===== config.mk =====
export PLATFORM = sky130hd
export DESIGN_NAME = mram_power_arbiter
export DESIGN_NICKNAME = d
export VERILOG_FILES = /design/src/rtl/mram_power_arbiter.sv
export SDC_FILE = /design/constraint.sdc
export NUM_CORES = 1
export LEC_CHECK = 0
export ABC_AREA = 1
export CAP_MARGIN = 20
export CORE_MARGIN = 10
export CORE_UTILIZATION = 35
export CTS_CLUSTER_DIAMETER = 30
export CTS_CLUSTER_SIZE = 14
export DETAILED_ROUTE_END_ITERATION = 8
export PLACE_DENSITY = 0.62
export SYNTH_ARGS = -nofsm -noshare
export SYNTH_HDL_FRONTEND = slang
export SYNTH_SLANG_ARGS = --single-unit
export TNS_END_PERCENT = 30

===== constraint.sdc =====
create_clock -name clk -period 4.69 [get_ports clk]
set_input_delay 0.469 -clock clk [delete_from_list [all_inputs] [get_ports clk]]
set_output_delay 0.469 -clock clk [all_outputs]
set_load 0.01 [all_outputs]

===== src/rtl/mram_power_arbiter.sv =====
// Arbitrates shared access to the MRAM power sequencer between N_REQ requesters,
// with idle power-down, a sequence watchdog and a saturating power-up counter.
module mram_power_arbiter #(
    parameter int unsigned N_REQ       = 3,
    parameter int unsigned TIMEOUT_W   = 16,
    parameter int unsigned SEQ_TIMEOUT = 64,
    parameter int unsigned CNT_W       = 16
) (
    input  logic                 clk,
    input  logic                 rst,
    input  logic [N_REQ-1:0]     req_i,
    output logic [N_REQ-1:0]     gnt_o,
    input  logic [TIMEOUT_W-1:0] idle_timeout_i,
    output logic                 pg_power_o,
    input  logic                 pg_done_i,
    output logic [2:0]           state_o,
    output logic                 err_o,
    output logic [CNT_W-1:0]     on_cnt_o
);

    localparam int unsigned SW = (SEQ_TIMEOUT > 2) ? $clog2(SEQ_TIMEOUT) : 1;
    localparam logic [SW-1:0] SEQ_MAX = SW'(SEQ_TIMEOUT - 1);

    typedef enum logic [2:0] {
        OFF  = 3'd0,
        UP   = 3'd1,
        ON   = 3'd2,
        IDLE = 3'd3,
        DOWN = 3'd4
    } state_t;

    state_t               state_q, state_d;
    logic                 pg_power_q, pg_power_d;
    logic [N_REQ-1:0]     gnt_q, gnt_d;
    logic                 err_q, err_d;
    logic [CNT_W-1:0]     on_cnt_q, on_cnt_d;
    logic [SW-1:0]        seq_cnt_q, seq_cnt_d;
    logic [TIMEOUT_W-1:0] idle_cnt_q, idle_cnt_d;

    logic any_req;
    assign any_req = |req_i;

    always_comb begin
        state_d    = state_q;
        pg_power_d = pg_power_q;
        gnt_d      = gnt_q;
        err_d      = err_q;
        on_cnt_d   = on_cnt_q;
        seq_cnt_d  = seq_cnt_q;
        idle_cnt_d = idle_cnt_q;

        case (state_q)
            OFF: begin
                gnt_d = '0;
                if (any_req) begin
                    state_d    = UP;
                    pg_power_d = 1'b1;
                    seq_cnt_d  = '0;
                end
            end
            UP: begin
                if (pg_done_i) begin
                    state_d = ON;
                    gnt_d   = req_i;
                    if (on_cnt_q != '1) begin
                        on_cnt_d = on_cnt_q + 1'b1;
                    end
                end else begin
                    // Counter holds at the watchdog limit; the state keeps waiting.
                    if (seq_cnt_q == SEQ_MAX) begin
                        err_d = 1'b1;
                    end else begin
                        seq_cnt_d = seq_cnt_q + 1'b1;
                    end
                end
            end
            ON: begin
                gnt_d = req_i;
                if (!any_req) begin
                    state_d    = IDLE;
                    idle_cnt_d = '0;
                end
            end
            IDLE: begin
                gnt_d = '0;
                if (any_req) begin
                    state_d = ON;
                    gnt_d   = req_i;
                end else if (idle_cnt_q == idle_timeout_i) begin
                    state_d    = DOWN;
                    pg_power_d = 1'b0;
                    seq_cnt_d  = '0;
                end else begin
                    idle_cnt_d = idle_cnt_q + 1'b1;
                end
            end
            DOWN: begin
                gnt_d = '0;
                if (pg_done_i) begin
                    state_d = OFF;
                end else if (seq_cnt_q == SEQ_MAX) begin
                    err_d = 1'b1;
                end else begin
                    seq_cnt_d = seq_cnt_q + 1'b1;
                end
            end
            default: begin
                state_d    = OFF;
                pg_power_d = 1'b0;
                gnt_d      = '0;
            end
        endcase
    end

    always_ff @(posedge clk or negedge rst) begin
        if (!rst) begin
            state_q    <= OFF;
            pg_power_q <= 1'b0;
            gnt_q      <= '0;
            err_q      <= 1'b0;
            on_cnt_q   <= '0;
            seq_cnt_q  <= '0;
            idle_cnt_q <= '0;
        end else begin
            state_q    <= state_d;
            pg_power_q <= pg_power_d;
            gnt_q      <= gnt_d;
            err_q      <= err_d;
            on_cnt_q   <= on_cnt_d;
            seq_cnt_q  <= seq_cnt_d;
            idle_cnt_q <= idle_cnt_d;
        end
    end

    assign gnt_o      = gnt_q;
    assign pg_power_o = pg_power_q;
    assign state_o    = state_q;
    assign err_o      = err_q;
    assign on_cnt_o   = on_cnt_q;

endmodule


Word-level counts from Yosys, hierarchy flattened
Cells that the tools add are included.
- bits in registers: 46
- word-level logic and storage cells: 65
- input port bits: 22
- output and inout bits: 24
- multiplexer cells: 24
- eq/ne operators: 17
- reduce and logical (&&, ||, !) cells: 12
- add/sub/neg operators: 3
- bitwise gates (word level): 2
- operators by type and width (kind ; number):
    16-bit 2-to-1 mux ; 3
    16-bit by 1-bit adder with 16-bit output, second input constant ; 2
    16-bit case mux with 2 select lines ; 1
    6-bit 2-to-1 mux ; 5
    3-bit 2-to-1 mux ; 8
    2-bit inequality test, second input constant ; 9
    6-bit case mux with 3 select lines ; 1
    16-bit == test ; 1
    16-bit inequality test, second input constant ; 1
    3-bit case mux with 5 select lines ; 1
    3-bit case mux with 3 select lines ; 1
    4-bit AND reduction ; 2
    6-bit by 1-bit adder with 6-bit output, second input constant ; 1
    3-bit by 2-bit == test with 1-bit output, second input constant ; 2
    6-bit == test, second input constant ; 1
    3-bit AND reduction ; 2
    6-bit AND reduction ; 1
    3-bit OR reduction ; 2
    5-bit AND reduction ; 1
    3-bit by 1-bit == test with 1-bit output, second input constant ; 1
    3-bit == test, second input constant ; 1
    3-bit zero test ; 1
    1-bit 2-to-1 mux ; 3
    3-bit inequality test, second input constant ; 1
    other kinds (5) ; 6

Longest topological paths before layout
Gate-level depths: netlist of run 1.
- depth after elaboration: 4
- mapped depth: 12
- mapped depth without buffers: 11

Least setup slack after synthesis of run 1
No wires, ideal clock.
- path type: reg-to-reg
- start: reg on_cnt_q[0], in the netlist on_cnt_o[0]
- end: reg on_cnt_q[15], in the netlist on_cnt_o[15]
- stages on the path, launching flop included: 8
- clock period less this slack: 1616 ps
- path slack: 3074 ps
- arrival: 1489 ps
- library setup time: 127 ps
- path buffers: 1
- cell sequence: dfrtp_1 > ha_1 > nand3_1 > nor2_2 > nand4_1 > nand3_2 > buf_4 > o21ai_0
- cells in the longest elaborated chain, start to end: 2
- elaborated cells on any way between the ends: 3
- ends and longest elaborated chain (what ; line ; RTL):
    start: declaration ; 36 ; logic [CNT_W-1:0] on_cnt_q, on_cnt_d;
    start signal: assignment ; 129 ; on_cnt_q <= on_cnt_d;
    branches (longest 2 deep; another with 16-bit by 1-bit adder with 16-bit output) ; -- ;
Parallel ways; which one is timed is not known.
A chain may end at the register's enable or synchronous reset.

Worst setup path in the final report of run 1
- start: in idle_timeout_i[10]
- end: reg idle_cnt_q[11]
- cells in the longest elaborated chain, start to end: 3
- ends and longest elaborated chain (what ; line ; RTL):
    start: declaration ; 13 ; input logic [TIMEOUT_W-1:0] idle_timeout_i,
    16-bit == test ; 89 ; end else if (idle_cnt_q == idle_timeout_i) begin
    2-bit inequality test (no line) ; -- ;
    4-bit AND reduction (no line) ; -- ;
    end signal: assignment ; 131 ; idle_cnt_q <= idle_cnt_d;
    end: declaration ; 38 ; logic [TIMEOUT_W-1:0] idle_cnt_q, idle_cnt_d;
Every way passes these cells.

==> results.yml, run 1 <==
timing:
  setup_viol: 0
  final.setup.tns_ns: 0
  slew_headroom_pct: 58.5
  tightest_slew_ns: 0.621
  hold_viol_final: 0
  period_needed_ns: 2.24
  slew_violations: 0
  finalCritPeriodShare_pct: 47.8
  rsz0062_at_grt: "false"
  fin_worst_skew_ns: 0.00522
  hold-worst-slack_ns: 0.0206
  fmax_mhz: 446
drt:
  wl_mm: 6.70
  viasPerCell: 4.61
  drc: 0
  vias: 2649
  detail-route-antenna-nets: 0
  post_drt_wl_per_cell_um: 11.7
  dr.pass1.iters: 4
  drtIter0Drc: 131
pwr:
  vdd_drop_max_uv: 245
  leakage_nw: 1.65
  powerDensity_mw_per_mm2: 347
clocking:
  clock_latency_ns: 0.29
  ctsResizeCount: 0
  cts_tree: "done"
  cts_buffers: 5
  holdBufCountCts: 0
  clock_sinks: 46
  clockRootBuffer: "clkbuf_8"
  h-tree-depth: 2
  cts_setup_buffers: 0
  cts_buffer_depth: 2
  clkTransAtPathRegs_ns: 0.08
cells_and_area:
  final_common_cell: "nand2_1"
  nets: 495
  final_cell_mix: "nand2_1 (144), nor2_1 (53), dfrtp_1 (46)"
  areaGrowthSynthToFinish_pct: 20.9
  n_antenna_cell: 0
  final_util_pct: 43.7
  drive_gt1_share_pct: 8.94
run_status:
  status: "complete, no violations"
grt:
  grt_usage_pct: 11.0
  grt_max_degree: 47
  grt_pass1_wl_mm: 12.0
  antenna_found_initial: 0
  grt_pass1_vias: 2630
  grt_remaining_overflow: 0
logic_synthesis:
  ys_warn_count: 0
  syn-instance-count: 423
  ys_seq_area_share_pct: 38.6
  synthesis.area_mm2: 0.00298
  ys_types: 30
  synth_fp_nets: 448
  ys_seq_elements: 46
  syn_avg_cell_area_um2: 7.05
worst_setup_path:
  critical_path.max_stage_delay_ns: 0.48
  required_ns: 4.87
  reg2regPathDepth: 10
  cp.arrival_ns: 2.42
  cp-end-kind: "flop"
  worst-path-stages: 12
  crit_type: "input port to flop"
  cpLargestDelayFamily: "simple AND/OR/NAND/NOR gates"
  cp_cell_sequence: "clkdlybuf4s50_1 > inv_1 > nand2_1 > nand2_1 > nor2_1 > nand2_1 > nor2_1 > nand3_1 > nand2_1 > inv_2 > nand2_1 > nand2_1"
  critPathBufInv: 3
  critPathMostFrequentCell: "nand2_1"
  start_kind: "input port"
  cp_max_fo: 22
  crit_slowest_cell: "clkdlybuf4s50_1"
die:
  design.core.area_mm2: 0.00826
  die_h_um: 112
  num_rows: 33
  chipWidth_um: 112
  ioPinCount: 46
  dieArea_mm2: 0.0126
  initial_core_util_pct: 36.1
placement:
  numPortBuffers: 45
  finalWeightedCongestion: 0.812
  dpl.hpwl_mm: 5.20
min_path:
  hold_path_class: "input port to asynchronous set/reset pin"
run:
  maxCapViolations: 0
-- kinds of logic after synthesis --
| group | count (synthesis) | synth area share [%] |
|---|---|---|
| compound gates | 35 | 7.13 |
| xor+xnor | 27 | 7.93 |
| fa+ha+maj | 3 | 1.26 |
| buf+inv | 58 | 8.35 |
| flops | 46 | 38.6 |
| simple gates | 254 | 36.7 |
-- power by group --
| group | internal [W] | switching (W) | total (W) |
|---|---|---|---|
| clock | 0.000102 | 0.000131 | 0.000233 |
| sequential | 0.000457 | 0.0000716 | 0.000528 |
| combinational | 0.000200 | 0.000289 | 0.000489 |
| total | 0.000759 | 0.000491 | 0.00125 |
-- Yosys cell counts --
library cell	number	area share (%)
a21oi_1	3	0.50
a21oi_2	2	0.59
and3_1	1	0.21
buf_2	1	0.17
buf_4	3	0.75
buf_6	1	0.38
buf_8	1	0.50
dfrtp_1	46	39
ha_1	3	1.3
inv_1	43	5.4
inv_2	9	1.1
nand2_1	144	18
nand2_2	7	1.5
nand3_1	16	2.7
nand3_2	1	0.34
nand3b_1	3	0.75
nand4_1	10	2.1
nor2_1	53	6.7
nor2_2	3	0.63
nor2_4	1	0.38
nor3_1	10	1.7
nor3_4	2	1.1
o21ai_0	20	3.4
o21ai_1	1	0.17
o21ai_2	6	1.8
o21bai_1	2	0.50
o31ai_1	1	0.25
or2_2	3	0.63
xnor2_1	5	1.5
xor2_1	22	6.5
-- path summary, 6_finish.rpt --
kind                                    start              to  slack (ns)
max                        idle_timeout_i[10]  idle_cnt_q[11]        2.45
min                                       rst   idle_cnt_q[2]        0.02
max reg2reg                     idle_cnt_q[9]  idle_cnt_q[11]        2.59
min reg2reg                          gnt_o[0]        gnt_o[0]        0.50
max in group asynchronous                 rst    seq_cnt_q[0]        4.20
min in group clk                     gnt_o[0]        gnt_o[0]        0.50
-- through the flow --
| step | instance area [um2] | setup WS (ns) | instances | total power, W |
|---|---|---|---|---|
| detailed placement | 3510 | 2.15 | 567 | 0.00103 |
| global route | 3610 | 2.23 | 575 | 0.00136 |
| CTS | 3590 | 2.46 | 574 | 0.00127 |
| global placement | 3510 | 2.18 | 567 | 0.00102 |
| floorplan | 2980 | 3.07 | 423 | 0.000861 |
| finish | 3610 | 2.45 | 575 | 0.00125 |
-- layout make-up --
type | instances | area (um2)
clock buffers | 6 | 72.6
well taps | 105 | 131
multi-input cells | 319 | 1580
fillers | 874 | 4650
repair buffers | 46 | 465
inverters | 52 | 195
flip-flops and latches | 46 | 1150
clock inverters | 1 | 7.51
-- state kept, by name (all words and copies together), names as in the netlist --
register,count
gnt_o,3
seq_cnt_q,6
pg_power_o,1
on_cnt_o,16
idle_cnt_q,16
err_o,1
state_o,3
-- routing by layer --
| metal | vias to the layer above | part of all wire, % | GRT usage (%) |
|---|---|---|---|
| li1 | 1411 | - | - |
| met1 | 1190 | 46 | 13.7 |
| met4 | 0 | 0.85 | 2.37 |
| met5 | - | 0 | 0 |
| met3 | 4 | 6.1 | 3.83 |
| met2 | 44 | 47 | 17.8 |
No activity file was read; power rests on OpenSTA's default activity.
==> inputs of run 2 (changes only) <==
PLACE_DENSITY = 0.64   (was 0.62)
clock period = 1.8 ns   (was 4.69 ns; I/O delays follow)
==> results.yml, run 2 (synthesis gave the netlist of run 1 again) <==
run_status:
  status: "complete, no violations"
placement:
  post_dp_cell_area_mm2: 0.00373
  dpl.cell_count: 595
  numPortBuffers: 45
  dpl.hpwl_mm: 5.53
  finalWeightedCongestion: 0.911
timing:
  rsz0062_at_grt: "false"
  fin_worst_skew_ns: 0.0123
  hold_viol_final: 0
  tightest_slew_ns: 0.422
  period_needed_ns: 1.72
  finalCritPeriodShare_pct: 95.6
  final.setup.tns_ns: 0
  setup_viol: 0
  fmax_mhz: 581
  slew_violations: 0
  slew_headroom_pct: 71.9
worst_setup_path:
  start_kind: "flop"
  crit_slowest_cell: "clkdlybuf4s50_1"
  required_ns: 1.62
  cp-end-kind: "primary output"
  crit_type: "flop to primary output"
  cp_max_fo: 9
  cp.arrival_ns: 1.54
  critical_path.reg2reg.startpoint: "idle_cnt_q[7]"
  reg2regPathDepth: 11
  worst-path-stages: 1
  critPathBufInv: 1
  cpLargestDelayFamily: "buffers and inverters"
  critical_path.max_stage_delay_ns: 0.63
  crit_start: "state_o[2]"
  cp_cell_sequence: "clkdlybuf4s50_1"
cells_and_area:
  fillers: 831
  multi_input_area_mm2: 0.00160
  instances_no_fill: 604
  drive_gt1_share_pct: 15.0
  nets: 523
  register_area_mm2: 0.00115
  final_common_cell: "nand2_1"
  final_cell_mix: "nand2_1 (143), nor2_1 (51), dfrtp_1 (45)"
  areaGrowthSynthToFinish_pct: 28.9
  fin_area_mm2: 0.00384
  n_antenna_cell: 0
clocking:
  cts_buffer_depth: 2
  cts_buffers: 5
  cts_setup_buffers: 0
  clockRootBuffer: "clkbuf_8"
  clock_latency_ns: 0.31
  clkTransAtPathRegs_ns: 0.10
  h-tree-depth: 2
  cts_tree: "done"
  clock_sinks: 46
drt:
  viasPerCell: 4.66
  vias: 2813
  post_drt_wl_per_cell_um: 11.9
  wl_mm: 7.16
  drc: 0
  dr.pass1.iters: 4
  drtIter0Drc: 107
  detail-route-antenna-nets: 0
die:
  design.core.area_mm2: 0.00826
  ioPinCount: 46
  chipWidth_um: 112
  dieArea_mm2: 0.0126
  die_h_um: 112
  num_rows: 33
  initial_core_util_pct: 36.1
grt:
  antenna_found_initial: 0
  grt_max_degree: 47
  grt_pass1_vias: 2769
  grt_usage_pct: 11.4
  grt_remaining_overflow: 0
  grt_pass1_wl_mm: 12.4
pwr:
  swShare_pct: 39.5
  clkPwrFrac_pct: 19.2
  vdd_drop_max_uv: 624
  p_int_w: 0.00210
  seqPwrFrac_pct: 39.4
  powerDensity_mw_per_mm2: 902
  power_switching_w: 0.00137
  leakage_nw: 1.79
  comb_power_share_pct: 41.4
min_path:
  hold_path_class: "input port to asynchronous set/reset pin"
run:
  maxCapViolations: 0
## run 2: power by group through the flow
stage | sequential [W] | clock [W] | combinational [W]
2_1_floorplan | 0.00141 | 0 | 0.000835
3_3_place_gp | 0.00138 | 0 | 0.00139
3_5_place_dp | 0.00138 | 0 | 0.00142
4_1_cts | 0.00136 | 0.000691 | 0.00143
5_1_grt | 0.00140 | 0.000727 | 0.00161
6_report | 0.00137 | 0.000665 | 0.00144
## run 2: timing repair
action / 4_1_cts / 5_1_grt
endpoints found under the setup margin: 0 / 9
hold buffers: 1 / 0
hold endpoints to repair: 46 / 0
resized for setup: 0 / 5
## run 2: area by class of cell
type                            instances  share of cell area (%)
Timing Repair Buffer                   74                    17.6
Inverter                               52                    5.08
Clock inverter                          3                   0.618
Clock buffer                            5                    1.79
Tap cell                              105                    3.42
Multi-Input combinational cell        319                    41.5
Sequential cell                        46                    30.0
## run 2: final timing paths
kind | endpoint | slack [ns]
worst min-delay path | on_cnt_o[14] | 0.36
worst max register to register | seq_cnt_q[5] | 0.18
max in group asynchronous | idle_cnt_q[0] | 1.18
min in group clk | gnt_o[2] | 0.47
worst min register to register | pg_power_o | 0.48
worst max-delay path | state_o[2] | 0.08
## run 2: metal layers
| layer | share of wire (%) | wire length, um | GRT usage, % |
|---|---|---|---|
| met1 | 44 | 3180 | 13.1 |
| met2 | 49 | 3510 | 20.0 |
| met3 | 5.8 | 418 | 3.25 |
| met4 | 0.85 | 61 | 3.55 |
| met5 | 0 | 0 | 0 |
## run 2: per-stage QoR
step	total power, W	hold WS (ns)	utilization [%]	setup WS [ns]
3_5_place_dp	0.00280	0.189	45.2	-0.164
6_report	0.00347	0.362	46.6	0.0787
4_1_cts	0.00348	0.374	46.4	0.0518
3_3_place_gp	0.00278	0.184	45.2	-0.0975
5_1_grt	0.00374	0.399	46.6	0.0125
2_1_floorplan	0.00224	-0.116	-	0.184
==> inputs of run 3 (changes only) <==
CTS_BUF_LIST = sky130_fd_sc_hd__clkbuf_4   (was not set)
SLEW_MARGIN = 40   (was not set)
==> results.yml, run 3 (synthesis gave the netlist of run 1 again) <==
run_status:
  status: "complete, no violations"
clocking:
  h-tree-depth: 2
  cts_setup_buffers: 0
  cts_buffers: 5
  clockRootBuffer: "clkbuf_4"
  cts_tree: "done"
  cts_buffer_depth: 2
  clkTransAtPathRegs_ns: 0.16
  clock_latency_ns: 0.37
  clock_sinks: 46
pwr:
  seqPwrFrac_pct: 41.1
  power_switching_w: 0.00135
  vdd_drop_max_uv: 610
  powerDensity_mw_per_mm2: 872
  leakage_nw: 1.78
  comb_power_share_pct: 43.2
  p_int_w: 0.00198
  swShare_pct: 40.6
  clkPwrFrac_pct: 15.8
placement:
  numPortBuffers: 45
  place_ws_ns: -0.164
  dpl.hpwl_mm: 5.53
  finalWeightedCongestion: 0.911
  dpl.cell_count: 595
drt:
  dr.pass1.iters: 5
  drc: 0
  viasPerCell: 4.66
  drtIter0Drc: 120
  wl_mm: 7.15
  detail-route-antenna-nets: 0
  post_drt_wl_per_cell_um: 11.8
  vias: 2812
worst_setup_path:
  start_kind: "flop"
  cp.arrival_ns: 1.48
  critPathBufInv: 1
  cp-end-kind: "primary output"
  required_ns: 1.62
  cp_max_fo: 9
  crit_type: "flop to primary output"
  crit_slowest_cell: "clkdlybuf4s50_1"
  cpLargestDelayFamily: "buffers and inverters"
  critical_path.max_stage_delay_ns: 0.59
  cp_cell_sequence: "clkdlybuf4s50_1"
timing:
  slew_headroom_pct: 75.9
  fin_ws_ns: 0.136
  finalCritPeriodShare_pct: 92.4
  fin_worst_skew_ns: 0.0237
  tightest_slew_ns: 0.359
  setup_viol: 0
  fmax_mhz: 601
  period_needed_ns: 1.66
  slew_violations: 0
  hold_viol_final: 0
  rsz0062_at_grt: "false"
cells_and_area:
  final_common_cell: "nand2_1"
  n_antenna_cell: 0
  areaGrowthSynthToFinish_pct: 27.9
  instances_no_fill: 604
  nets: 523
  drive_gt1_share_pct: 15.4
  final_cell_mix: "nand2_1 (143), nor2_1 (51), clkdlybuf4s50_1 (44)"
die:
  design.core.area_mm2: 0.00826
  die_h_um: 112
  chipWidth_um: 112
  initial_core_util_pct: 36.1
  dieArea_mm2: 0.0126
  num_rows: 33
  ioPinCount: 46
grt:
  grt_remaining_overflow: 0
  grt_pass1_vias: 2753
  grt_max_degree: 47
  grt_usage_pct: 11.4
  antenna_found_initial: 0
  grt_pass1_wl_mm: 12.4
run:
  maxCapViolations: 0
min_path:
  hold_path_class: "input port to asynchronous set/reset pin"
==> run 3: cell count changes in the layout (fill, tap and decap cells not counted) <==
cell / before / now
clkbuf_4: 0 / 5
clkbuf_8: 5 / 0
dfrtp_1: 45 / 43
dfrtp_2: 1 / 3
==> run 3: routing by layer <==
layer  track usage [%]  part of all wire, %  vias to the layer above
met3              4.15                  6.4                        8
met4              2.28                  1.2                        0
met1              12.9                   44                     1284
met5                 0                    0                        -
li1                  -                    -                     1469
met2              20.0                   48                       51
==> run 3: per-stage QoR <==
step | TNS (ns) | instance area (um2) | hold WS, ns | util [%] | total power, W
finish | 0 | 3820 | 0.282 | 46.2 | 0.00333
global route | 0 | 3820 | 0.299 | 46.2 | 0.00360
CTS | 0 | 3800 | 0.288 | 46.0 | 0.00334
detailed placement | -0.839 | 3730 | 0.189 | 45.2 | 0.00280
global placement | -0.529 | 3730 | 0.184 | 45.2 | 0.00278
floorplan | 0 | 2980 | -0.116 | - | 0.00224
==> run 3: worst paths after layout <==
path / startpoint / end / slack, ns / cells past startpoint
max reg2reg: idle_cnt_q[7] / seq_cnt_q[5] / 0.18 / 11
min in group clk: req_i[2] / gnt_o[2] / 0.41 / 3
max: state_o[2] / state_o[2] / 0.14 / 1
min reg2reg: pg_power_o / pg_power_o / 0.50 / 2
min: rst / on_cnt_o[14] / 0.28 / 3
max in group asynchronous: rst / on_cnt_o[0] / 1.25 / 3
==> run 3: power by group through the flow <==
stage / Combinational (W) / Clock (W) / Sequential, W
floorplan: 0.000835 / 0 / 0.00141
global placement: 0.00139 / 0 / 0.00138
detailed placement: 0.00142 / 0 / 0.00138
CTS: 0.00143 / 0.000549 / 0.00136
global route: 0.00161 / 0.000588 / 0.00140
finish: 0.00144 / 0.000525 / 0.00137
==> run 3: cell type report <==
class	instances	area (um2)
fill	834	4440
clock inverter	3	23.8
sequential	46	1150
tap	105	131
multi-input combinational	319	1600
timing repair buffer	74	678
inverter	52	195
clock buffer	5	37.5
==> run 3: repair_timing <==
item                                    in CTS  in global routing
cloned                                       0                  0
hold buffers                                 1                  0
endpoints found under the setup margin       1                  9
resized for setup                            1                  6
hold endpoints to repair                    46                  0
